`config.mk`:
```
export PLATFORM = sky130hd
export DESIGN_NAME = fetch_unit
export DESIGN_NICKNAME = d
export VERILOG_FILES = /design/src/rtl/mips_pkg.sv /design/src/rtl/fetch_buf.sv /design/src/rtl/fetch_unit.sv
export SDC_FILE = /design/constraint.sdc
export NUM_CORES = 1
export LEC_CHECK = 0
export CAP_MARGIN = 10
export CORE_MARGIN = 2
export CORE_UTILIZATION = 52
export CTS_CLUSTER_SIZE = 16
export DETAILED_ROUTE_END_ITERATION = 10
export HOLD_SLACK_MARGIN = 0.02
export PLACE_DENSITY_LB_ADDON = 0.2
export SETUP_SLACK_MARGIN = 0.15
export SLEW_MARGIN = 20
export SYNTH_ARGS = -nofsm -noshare
export SYNTH_HDL_FRONTEND = slang
export SYNTH_SLANG_ARGS = --single-unit
```
`constraint.sdc`:
```
create_clock -name clk -period 5.45 [get_ports clk]
set_clock_uncertainty 0.1 [all_clocks]
set_input_delay 1.635 -clock clk [delete_from_list [all_inputs] [get_ports clk]]
set_output_delay 1.635 -clock clk [all_outputs]
set_load 0.02 [all_outputs]
```
`src/rtl/mips_pkg.sv`:
```
// Shared MIPS pipeline definitions: NOP, next-PC select encodings, fetch FSM
// states and opcode constants used by fetch and hazard detection.
package mips_pkg;

    localparam logic [31:0] NOP = 32'h0000_0000;

    localparam logic [1:0] NPC_SEQ    = 2'd0;
    localparam logic [1:0] NPC_REG    = 2'd1;
    localparam logic [1:0] NPC_JUMP   = 2'd2;
    localparam logic [1:0] NPC_BRANCH = 2'd3;

    typedef enum logic [1:0] {
        F_IDLE,
        F_REQ,
        F_DRAIN,
        F_HOLD
    } fetch_state_e;

    localparam logic [5:0] OP_RTYPE = 6'h00;
    localparam logic [5:0] OP_J     = 6'h02;
    localparam logic [5:0] OP_JAL   = 6'h03;
    localparam logic [5:0] OP_BEQ   = 6'h04;
    localparam logic [5:0] OP_BNE   = 6'h05;
    localparam logic [5:0] OP_LW    = 6'h23;
    localparam logic [5:0] OP_SW    = 6'h2B;
    localparam logic [5:0] FN_JR    = 6'h08;
    localparam logic [5:0] FN_JALR  = 6'h09;

    // Pseudo-direct jump: upper nibble of PC+4, 26-bit word index.
    function automatic logic [31:0] jump_target(input logic [3:0]  pc4_hi,
                                                input logic [25:0] instr_idx);
        return {pc4_hi, instr_idx, 2'b00};
    endfunction

endpackage

```
`src/rtl/fetch_buf.sv`:
```
// One-entry holding buffer for an instruction acknowledged while decode is
// stalled; used by fetch_unit when FETCH_BUF_EN is defined.
import mips_pkg::*;

module fetch_buf (
    input  logic        clk,
    input  logic        rst_n,
    input  logic        load_i,
    input  logic        clear_i,
    input  logic [31:0] ir_i,
    input  logic [31:0] pc4_i,
    output logic        valid_o,
    output logic [31:0] ir_o,
    output logic [31:0] pc4_o
);

    logic        valid_q;
    logic [31:0] ir_q;
    logic [31:0] pc4_q;

    always_ff @(posedge clk or negedge rst_n) begin
        if (!rst_n) begin
            valid_q <= 1'b0;
            ir_q    <= NOP;
            pc4_q   <= 32'h0;
        end else if (load_i) begin
            valid_q <= 1'b1;
            ir_q    <= ir_i;
            pc4_q   <= pc4_i;
        end else if (clear_i) begin
            valid_q <= 1'b0;
        end
    end

    assign valid_o = valid_q;
    assign ir_o    = ir_q;
    assign pc4_o   = pc4_q;

endmodule

```
`src/rtl/fetch_unit.sv`:
```
// MIPS instruction-fetch stage: PC, imem request/ack handshake, IF/ID register.
// Optional stall buffer enabled by defining FETCH_BUF_EN.
import mips_pkg::*;

module fetch_unit #(
    parameter logic [31:0] RESET_PC = 32'h0000_0000
) (
    input  logic        clk,
    input  logic        rst_n,
    input  logic        pc_en,
    input  logic        f2d_ir_en,
    input  logic        flush,
    input  logic [1:0]  next_pc_sel,
    input  logic [31:0] rs_data,
    input  logic [31:0] branch_target,
    output logic        imem_req,
    output logic [31:0] imem_addr,
    input  logic        imem_ack,
    input  logic [31:0] imem_rdata,
    output logic [31:0] f2d_ir,
    output logic [31:0] f2d_pc4,
    output logic        f2d_valid
);

    fetch_state_e state_q, state_d;
    logic [31:0]  pc_q, pc_d;
    logic [31:0]  stale_q, stale_d;
    logic [31:0]  ir_q, ir_d;
    logic [31:0]  pc4_q, pc4_d;
    logic         valid_q, valid_d;

    logic         redirect;
    logic         stalled;
    logic [31:0]  pc_plus4;
    logic [31:0]  target;
    logic         new_valid;
    logic [31:0]  new_ir;
    logic [31:0]  new_pc4;

`ifdef FETCH_BUF_EN
    logic         buf_load;
    logic         buf_clear;
    logic         buf_valid;
    logic [31:0]  buf_ir;
    logic [31:0]  buf_pc4;

    fetch_buf u_fetch_buf (
        .clk     (clk),
        .rst_n   (rst_n),
        .load_i  (buf_load),
        .clear_i (buf_clear),
        .ir_i    (imem_rdata),
        .pc4_i   (pc_plus4),
        .valid_o (buf_valid),
        .ir_o    (buf_ir),
        .pc4_o   (buf_pc4)
    );
`endif

    assign redirect = (next_pc_sel != NPC_SEQ);
    // A fetch is only consumed when both PC and F2D may move and nothing flushes.
    assign stalled  = flush || !f2d_ir_en || !pc_en;
    assign pc_plus4 = pc_q + 32'd4;

    always_comb begin
        target = pc_plus4;
        case (next_pc_sel)
            NPC_REG:    target = rs_data;
            NPC_JUMP:   target = jump_target(pc4_q[31:28], ir_q[25:0]);
            NPC_BRANCH: target = branch_target;
            default:    target = pc_plus4;
        endcase
    end

    always_comb begin
        state_d   = state_q;
        pc_d      = pc_q;
        stale_d   = stale_q;
        new_valid = 1'b0;
        new_ir    = imem_rdata;
        new_pc4   = pc_plus4;
`ifdef FETCH_BUF_EN
        buf_load  = 1'b0;
        buf_clear = 1'b0;
`endif
        case (state_q)
            F_IDLE: begin
                state_d = F_REQ;
            end
            F_REQ: begin
                if (redirect) begin
                    pc_d = target;
                    if (!imem_ack) begin
                        stale_d = pc_q;
                        state_d = F_DRAIN;
                    end
                end else if (imem_ack) begin
                    if (!stalled) begin
                        new_valid = 1'b1;
                        pc_d      = pc_plus4;
                    end else begin
                        state_d = F_HOLD;
`ifdef FETCH_BUF_EN
                        buf_load = 1'b1;
`endif
                    end
                end
            end
            F_DRAIN: begin
                // The stale address stays on the bus; only its ack is thrown away.
                if (redirect) begin
                    pc_d = target;
                end
                if (imem_ack) begin
                    state_d = F_REQ;
                end
            end
            F_HOLD: begin
                if (redirect) begin
                    pc_d    = target;
                    state_d = F_REQ;
`ifdef FETCH_BUF_EN
                    buf_clear = 1'b1;
`endif
                end else if (!stalled) begin
                    state_d = F_REQ;
`ifdef FETCH_BUF_EN
                    if (buf_valid) begin
                        new_valid = 1'b1;
                        new_ir    = buf_ir;
                        new_pc4   = buf_pc4;
                        pc_d      = pc_plus4;
                        buf_clear = 1'b1;
                    end
`endif
                end
            end
            default: begin
                state_d = F_IDLE;
            end
        endcase
    end

    // An enabled F2D with nothing new becomes a bubble so decode never
    // sees the same instruction twice.
    always_comb begin
        ir_d    = ir_q;
        pc4_d   = pc4_q;
        valid_d = valid_q;
        if (flush || (f2d_ir_en && !new_valid)) begin
            ir_d    = NOP;
            valid_d = 1'b0;
        end else if (new_valid) begin
            ir_d    = new_ir;
            pc4_d   = new_pc4;
            valid_d = 1'b1;
        end
    end

    always_ff @(posedge clk or negedge rst_n) begin
        if (!rst_n) begin
            state_q <= F_IDLE;
            pc_q    <= RESET_PC;
            stale_q <= RESET_PC;
            ir_q    <= NOP;
            pc4_q   <= 32'h0;
            valid_q <= 1'b0;
        end else begin
            state_q <= state_d;
            pc_q    <= pc_d;
            stale_q <= stale_d;
            ir_q    <= ir_d;
            pc4_q   <= pc4_d;
            valid_q <= valid_d;
        end
    end

    assign imem_req  = (state_q == F_REQ) || (state_q == F_DRAIN);
    assign imem_addr = (state_q == F_DRAIN) ? stale_q : pc_q;
    assign f2d_ir    = ir_q;
    assign f2d_pc4   = pc4_q;
    assign f2d_valid = valid_q;

endmodule

```
# Yosys cells after proc, flatten, opt, wreduce, memory -nomap -nowiden
# Cells that the tools add are included.
word_totals:
  reg_bits: 131
  in_bits: 104
classes:
  add_sub_neg: 1
  n_bitwise: 2
  muxes: 23
  n_eq_ne: 13
  n_reduce_logical: 17
ops:
  columns: ["op", "n"]
  rows:
  - ["$mux 32", 7]
  - ["$pmux 32 s3", 1]
  - ["$pmux 32 s2", 1]
  - ["$add 32x3->32 const B", 1]
  - ["$ne 3x3->1 const B", 5]
  - ["$mux 2", 7]
  - ["$eq 2x2->1 const B", 4]
  - ["$pmux 2 s4", 1]
  - ["$mux 1", 6]
  - ["$reduce_bool 2->1", 3]
  - ["$reduce_and 5->1", 1]
  - ["$eq 2x1->1 const B", 2]
  - ["$logic_or 1x1->1", 4]
  - ["$reduce_and 4->1", 1]
  - ["$logic_not 1->1", 3]
  - ["$reduce_and 3->1", 1]
  - ["$logic_not 2->1", 1]
  - ["$ne 2x1->1 const B", 1]
  - ["$ne 2x2->1 const B", 1]
  - ["$not 1->1", 2]
  - ["$reduce_and 2->1", 1]
  - ["$reduce_or 2->1", 1]
  - ["$logic_and 1x1->1", 1]

# Depth between registers and ports, before layout
# Gate-level depths: netlist of run 1.
depth:
  word_depth: 12
  ltp_mapped: 9

# Worst setup path after synthesis of run 1
# Ideal clock, no wire load.
synth_path:
  path_type: "register to output"
  start: "reg state_q[0]"
  end: "out imem_addr[10]"
  setup_slack_ns: 2.025
  n_path_buf: 2
  arrival_ns: 1.690
  stages_incl_launch_ff: 6
  cell_sequence: "dfrtp_1 inv_1 ha_1 clkbuf_1 clkbuf_1 mux2_2"
synth_via:
  elab_chain_len: 2
synth_lines:
  columns: ["item", "line", "source"]
  rows:
  - ["start: declaration", "fetch_unit.sv:25", "fetch_state_e state_q, state_d;"]
  - ["start signal: assignment", "fetch_unit.sv:169", "state_q <= state_d;"]
  - ["$eq 2x2->1", "fetch_unit.sv:179", "assign imem_addr = (state_q == F_DRAIN) ? stale_q : pc_q;"]
  - ["$mux 32", "fetch_unit.sv:179", null]
  - ["end: declaration", "fetch_unit.sv:17", "output logic [31:0] imem_addr,"]
# No other way between the ends.

# Final worst setup path of run 1
layout_path:
  start: "reg state_q[0]"
  end: "out imem_addr[0]"
# The elaborated chain is that of the path after synthesis.

==> results.md, run 1 <==
* Synth Flop Type: dfrtp_1
* Placed instance count at 989
* Reg-to-Reg Start: state_q[0]
* Buffer count from post-CTS setup fixing at 0
* Cell with the biggest individual delay on the critical path: clkdlybuf4s50_1
* Pin count of the biggest net entering global routing at 102
* Number of buffers inserted by hold repair at cts at 0
* Combinational fraction of design power at 42.5%
* Overflow left after global routing at 0
* Final weighted congestion in routability-driven placement at 0.845
* Residual antenna-violating net count after detailed routing at 0
* Worst Setup End Kind: output pin
* Mapped Nets at 767
* Leading cell types by total area after synthesis: dfrtp_1 (47%), mux2_2 (11%), a22o_1 (5.0%)
* Count of buffers inserted at the top-level ports at 201
* HPWL after detailed placement at 14000 um
* Die area at 0.0143 mm^2
* Static leakage power at 4.02 nW
* Type of the setup path with the least slack: flop to output pin
* Number of buffers created by CTS at 17
* Final number of setup-violating endpoints at 0
* Share of flip-flops with an asynchronous set or reset at 100%
* Tightest hold margin at 0.372 ns
* Crit path cell chain: inv_1, ha_1, buf_4, mux2_2, clkdlybuf4s50_1
* DRC marker count from the first detailed-route iteration at 456
* Final period util at 77.6%
* Buffer and inverter count on the worst path at 3
* Area of all placed cells without fillers at 0.00951 mm^2
* Total power at 4.77 mW
* Die Span Y at 120 um
* Total Wirelength at 19800 um
* Overall via count from detail_route at 5913
* Register share of total power at 35.2%
* Post-DR vias/cell at 5.80
* Start point of the worst min-delay path: f2d_pc4[19]
* DRC at 0
* Final cell utilization of the core at 72.4%
* Number of enable-type register cells in the synthesized netlist at 0
* Transition at the pin with the smallest max-transition slack at 0.962 ns
* First-pass GRT wire length at 31300 um
* # H-tree levels at 4
* First drt pass iteration count at 5
* Antenna Cells at 0
* Highest fanout seen on the critical path at 38
* Layout fillers at 955
* Power spent charging and discharging nets at 1.76 mW
* Worst reg2reg endpoint: pc_q[30]
* Simple-Gate Fraction of Synth Area at 11.9%
* Max incr delay on CP at 0.57 ns
* Count of state elements after synthesis at 131
* Core region area at 0.0131 mm^2
* Nature of the critical path startpoint: flop
* Mapped cell area at 0.00697 mm^2
* Number of buffers on the longest clock path at 2
* Cell variety after synth at 55
* FF-to-FF path depth at 8
* Fin cells at 1020
* Synthesized netlist cell count at 659
* Placement Rows at 42
* Count of warnings emitted by yosys at 0
* Combinational family with the most area after synthesis: multiplexers
* Synth Area per Inst at 10.6 um^2
* Xor and xnor fraction of the mapped netlist area at 3.27%
* Clock slew at reported path FFs at 0.06 ns
* Number of gates resized after cts at 0
* Nets at 940
* Worst setup slack after layout at 1.22 ns
* Post-synth top area share at 47.1%
* Data arrival time of the worst path at 2.49 ns
* Final Hold Vio Count at 0
* Unrepaired setup endpoints after global routing: no
* Overall Global Routing Usage at 28.5%
* Worst min-delay path category: flop to flop
* Layout overhead on the synthesized area at 36.5%
* Outcome: finished, final reports clean
* R2R Setup Slk at 2.79 ns
* Worst slew margin relative to its limit at 35.9%
* Number of antenna violations at the first check in global routing at 0
* Sw Ratio at 37.0%
* Tmin final at 4.23 ns
* Proportion of synthesized area in mux cells at 16.3%
* Post-detailed-placement cell area at 0.00896 mm^2
* Endpoint of the worst hold-timing path: f2d_pc4[19]
* Post-synthesis sequential area ratio at 47.1%
* Power density relative to cell area at 501 mW/mm^2
* Starting utilization of the core area at 53.0%
* Via count of the first global-routing pass at 5893
* Clock insertion delay at the later pin of the skew report at 0.42 ns
* Post-synthesis share of cell area spent on full adders, half adders and majority gates at 0.718%
* Final-report max-slew violation count at 0
* Setup TNS at 0 ns
* Detail-routed net length per standard cell at 19.4 um
* Clock tree from TritonCTS: yes
* Area fraction in compound gates after synthesis at 15.6%
* Dominant cell type by area after synthesis: dfrtp_1
* Count of clock tree sinks at 131
* Pre-CTS worst setup slack at 1.24 ns
* Fraction of layout cells with a size suffix above 1 at 15.4%
* MaxCap Viol Count at 0
* Cell-internal power at 3.00 mW
* Clock Power Share at 22.4%
* Hold Path Stages at 2
* Count of pins on the block boundary at 202
* Data required time of the critical path at 3.72 ns
* Maximum operating frequency at 0.236 GHz
* X dimension of the die at 120 um
* Max rail drop VDD at 0.268 mV
* Clk Tree Root Cell: clkbuf_16
* Cell class contributing the biggest share of worst-path delay: buffers and inverters
## cell usage after synthesis (all sizes together) (8+ instances only)
cell type  count
nand3         11
nand4         13
nand2         86
o21ai         56
a22o          41
clkbuf        24
mux2          70
dfrtp        131
a2bb2oi       14
mux2i         19
buf           33
xor2          18
nor2          35
xnor2          8
a21oi         35
## logic make-up after synthesis
| logic type | count (synthesis) |
|---|---|
| buffers and inverters | 64 |
| AO/OA/AOI/OAI | 164 |
| XOR/XNOR | 26 |
| flip-flops | 131 |
| multiplexers | 96 |
| AND/OR/NAND/NOR | 174 |
| adder cells (fa/ha/maj) | 4 |
## power by group through the flow
| stage | Sequential (mW) | Clock [mW] | Combinational (mW) |
|---|---|---|---|
| 2_1_floorplan | 1.61 | 0 | 1.30 |
| 3_3_place_gp | 1.65 | 0 | 1.97 |
| 3_5_place_dp | 1.68 | 0 | 2.02 |
| 4_1_cts | 1.67 | 1.07 | 2.03 |
| 5_1_grt | 1.73 | 1.12 | 2.16 |
| 6_report | 1.68 | 1.07 | 2.02 |
## layout by cell type (no fill, tap or decap), drive strengths merged, types with 3 or more instances in the layout
cell type and count:
a21oi 35, o221ai 4, a22o 41, clkdlybuf4s50 199, a2bb2oi 14, nand3 11, nor3 6, nor2 35
nand4 13, and3 5, inv 7, o21ai 56, or2 3, nand2 86, ha 4, mux2 70
clkinv 4, a22oi 3, xnor2 8, nor4 3, xor2 18, clkbuf 27, mux4 7, dfrtp 131
buf 12, mux2i 19
## area by class of cell
class / count / area, um^2 / share of cell area [%]
inverter: 7 / 26.3 / 0.276
timing repair buffer: 211 / 2080 / 21.9
clock buffer: 27 / 533 / 5.60
tap: 176 / 220 / 2.31
multi-input combinational: 464 / 3350 / 35.2
sequential: 131 / 3280 / 34.5
clock inverter: 4 / 20.0 / 0.210
## worst max path at each step
stage	start	cells after the start	slack [ns]	end
floorplan	state_q[0]	5	2.03	imem_addr[10]
global placement	next_pc_sel[0]	7	1.37	stale_q[28]
detailed placement	f2d_ir_en	7	1.24	pc_q[30]
CTS	state_q[0]	5	1.19	imem_addr[0]
global route	state_q[0]	5	1.16	imem_addr[0]
finish	state_q[0]	5	1.22	imem_addr[0]
## worst register-to-register path: cells and delay by family (launching register included)
family | cells | cell delay, ns
buffers and inverters | 3 | 0.66
and+or+nand+nor | 2 | 0.55
DFF | 1 | 0.42
AOI/OAI and AO/OA | 1 | 0.39
muxes | 1 | 0.23
adders and majority gates | 1 | 0.20
## sequential cells by signal, summed over array words and instances (netlist names)
| register | count |
|---|---|
| f2d_ir | 32 |
| f2d_pc4 | 32 |
| f2d_valid | 1 |
| pc_q | 32 |
| stale_q | 32 |
| state_q | 2 |
## routing by layer
metal / GRT usage (%) / vias up / share of wire (%)
li1: - / 2715 / -
met3: 7.13 / 32 / 7.9
met2: 42.9 / 286 / 46
met4: 10.1 / 0 / 2.2
met5: 0 / - / 0
met1: 40.4 / 2880 / 44
No activity file was read; power rests on OpenSTA's default activity.
==> run 2: changes to the inputs <==
CORE_UTILIZATION = 48   (was 52)
clock period = 4.2 ns   (was 5.45 ns; I/O delays follow)
==> results.md, run 2 (synthesis results as in run 1) <==
* X dimension of the die at 124 um
* First-pass GRT wire length at 32000 um
* HPWL after detailed placement at 14300 um
* Number of buffers on the longest clock path at 2
* Antenna Cells at 0
* Clock slew at reported path FFs at 0.06 ns
* FF-to-FF path depth at 8
* Cell-internal power at 4.05 mW
* Clock Power Share at 23.9%
* Area of all placed cells without fillers at 0.00963 mm^2
* Outcome: finished, final reports clean
* Clock tree from TritonCTS: yes
* Setup TNS at 0 ns
* Detail-routed net length per standard cell at 19.2 um
* Worst setup slack after layout at 0.504 ns
* Nets at 945
* Fraction of layout cells with a size suffix above 1 at 16.1%
* Layout fillers at 1121
* Worst Setup End Kind: output pin
* Max rail drop VDD at 0.301 mV
* Number of buffers inserted by hold repair at cts at 0
* Pin count of the biggest net entering global routing at 121
* Data required time of the critical path at 2.84 ns
* Via count of the first global-routing pass at 5982
* DRC marker count from the first detailed-route iteration at 321
* Hold Path Stages at 2
* DRC at 0
* Starting utilization of the core area at 48.5%
* Total power at 6.34 mW
* Final Hold Vio Count at 0
* Buffer count from post-CTS setup fixing at 0
* Number of antenna violations at the first check in global routing at 0
* Count of pins on the block boundary at 202
* Worst slew margin relative to its limit at 35.3%
* Post-detailed-placement cell area at 0.00903 mm^2
* # H-tree levels at 4
* Power spent charging and discharging nets at 2.29 mW
* Maximum operating frequency at 0.271 GHz
* Sw Ratio at 36.1%
* Total Wirelength at 19900 um
* Clock insertion delay at the later pin of the skew report at 0.42 ns
* Count of clock tree sinks at 131
* Number of buffers created by CTS at 17
* Placement Rows at 44
* Routing usage on met2 at 40.4%
* MaxCap Viol Count at 0
* Register share of total power at 34.2%
* Transition at the pin with the smallest max-transition slack at 0.971 ns
* Final-report max-slew violation count at 0
* First drt pass iteration count at 5
* Most used routing layer: met2
* Tmin final at 3.70 ns
* Highest fanout seen on the critical path at 33
* Die area at 0.0155 mm^2
* Final number of setup-violating endpoints at 0
* Core region area at 0.0144 mm^2
* Die Span Y at 124 um
* Unrepaired setup endpoints after global routing: no
* Overall Global Routing Usage at 26.0%
* Layout overhead on the synthesized area at 38.3%
* Met3 global-route usage at 5.37%
* Pre-CTS worst setup slack at 0.614 ns
* Count of buffers inserted at the top-level ports at 201
* Static leakage power at 4.07 nW
* Number of gates resized after cts at 0
* Data arrival time of the worst path at 2.34 ns
* Type of the setup path with the least slack: flop to output pin
* Met1 track demand over resource at 36.5%
* Nature of the critical path startpoint: flop
* Overflow left after global routing at 0
* Post-DR vias/cell at 5.74
* Combinational fraction of design power at 41.9%
* Residual antenna-violating net count after detailed routing at 0
* Final period util at 88.0%
* Worst min-delay path category: flop to flop
* Highest-count cells in the layout ignoring fill and taps: clkdlybuf4s50_1 (199), dfrtp_1 (131), nand2_1 (86)
* Power density relative to cell area at 658 mW/mm^2
* Overall via count from detail_route at 5939
* Clk Tree Root Cell: clkbuf_16
* Most common cell after layout, fill and taps aside: clkdlybuf4s50_1
* Final weighted congestion in routability-driven placement at 0.868
-- run 2: final timing paths --
kind | start | to | slack (ns)
worst min register to register | f2d_pc4[23] | f2d_pc4[23] | 0.38
worst max-delay path | state_q[0] | imem_addr[3] | 0.50
worst max register to register | state_q[0] | pc_q[20] | 1.64
max in group asynchronous | rst_n | f2d_ir[23] | 2.32
worst min-delay path | f2d_pc4[23] | f2d_pc4[23] | 0.38
min in group asynchronous | rst_n | stale_q[10] | 0.87
-- run 2: worst max-delay path, stage by stage (launching register included) --
cell             delay [ns]
dfrtp_1                0.41
inv_1                  0.07
ha_2                   0.27
buf_12                 0.24
mux2_2                 0.36
clkdlybuf4s50_1        0.57
-- run 2: area by class of cell --
| cell class | instances | area (um^2) | area share [%] |
|---|---|---|---|
| well taps | 184 | 230 | 2.39 |
| flip-flops and latches | 131 | 3280 | 34.0 |
| clock inverters | 9 | 126 | 1.31 |
| clock buffers | 23 | 478 | 4.96 |
| multi-input cells | 464 | 3350 | 34.7 |
| inverters | 7 | 26.3 | 0.273 |
| repair buffers | 216 | 2150 | 22.3 |
-- run 2: metal layers --
layer,routed length (um),up-vias,part of all wire (%)
met3,1310,33,6.6
met4,388,0,2.0
li1,-,2739,-
met2,9350,234,47
met5,0,-,0
met1,8810,2933,44
-- run 2: per-stage QoR --
stage | utilization (%) | instances | hold WS (ns)
2_1_floorplan | - | 659 | 0.373
3_3_place_gp | 62.8 | 1002 | 0.367
3_5_place_dp | 62.8 | 1002 | 0.370
4_1_cts | 67.0 | 1034 | 0.392
5_1_grt | 67.0 | 1034 | 0.407
6_report | 67.0 | 1034 | 0.383
-- run 2: power groups by stage --
stage	Clock, mW	Combinational [mW]	Sequential [mW]
after floorplan	0	1.68	2.09
after global placement	0	2.59	2.14
after detailed placement	0	2.66	2.18
after CTS	1.53	2.68	2.16
after global routing	1.59	2.85	2.24
final	1.52	2.66	2.17
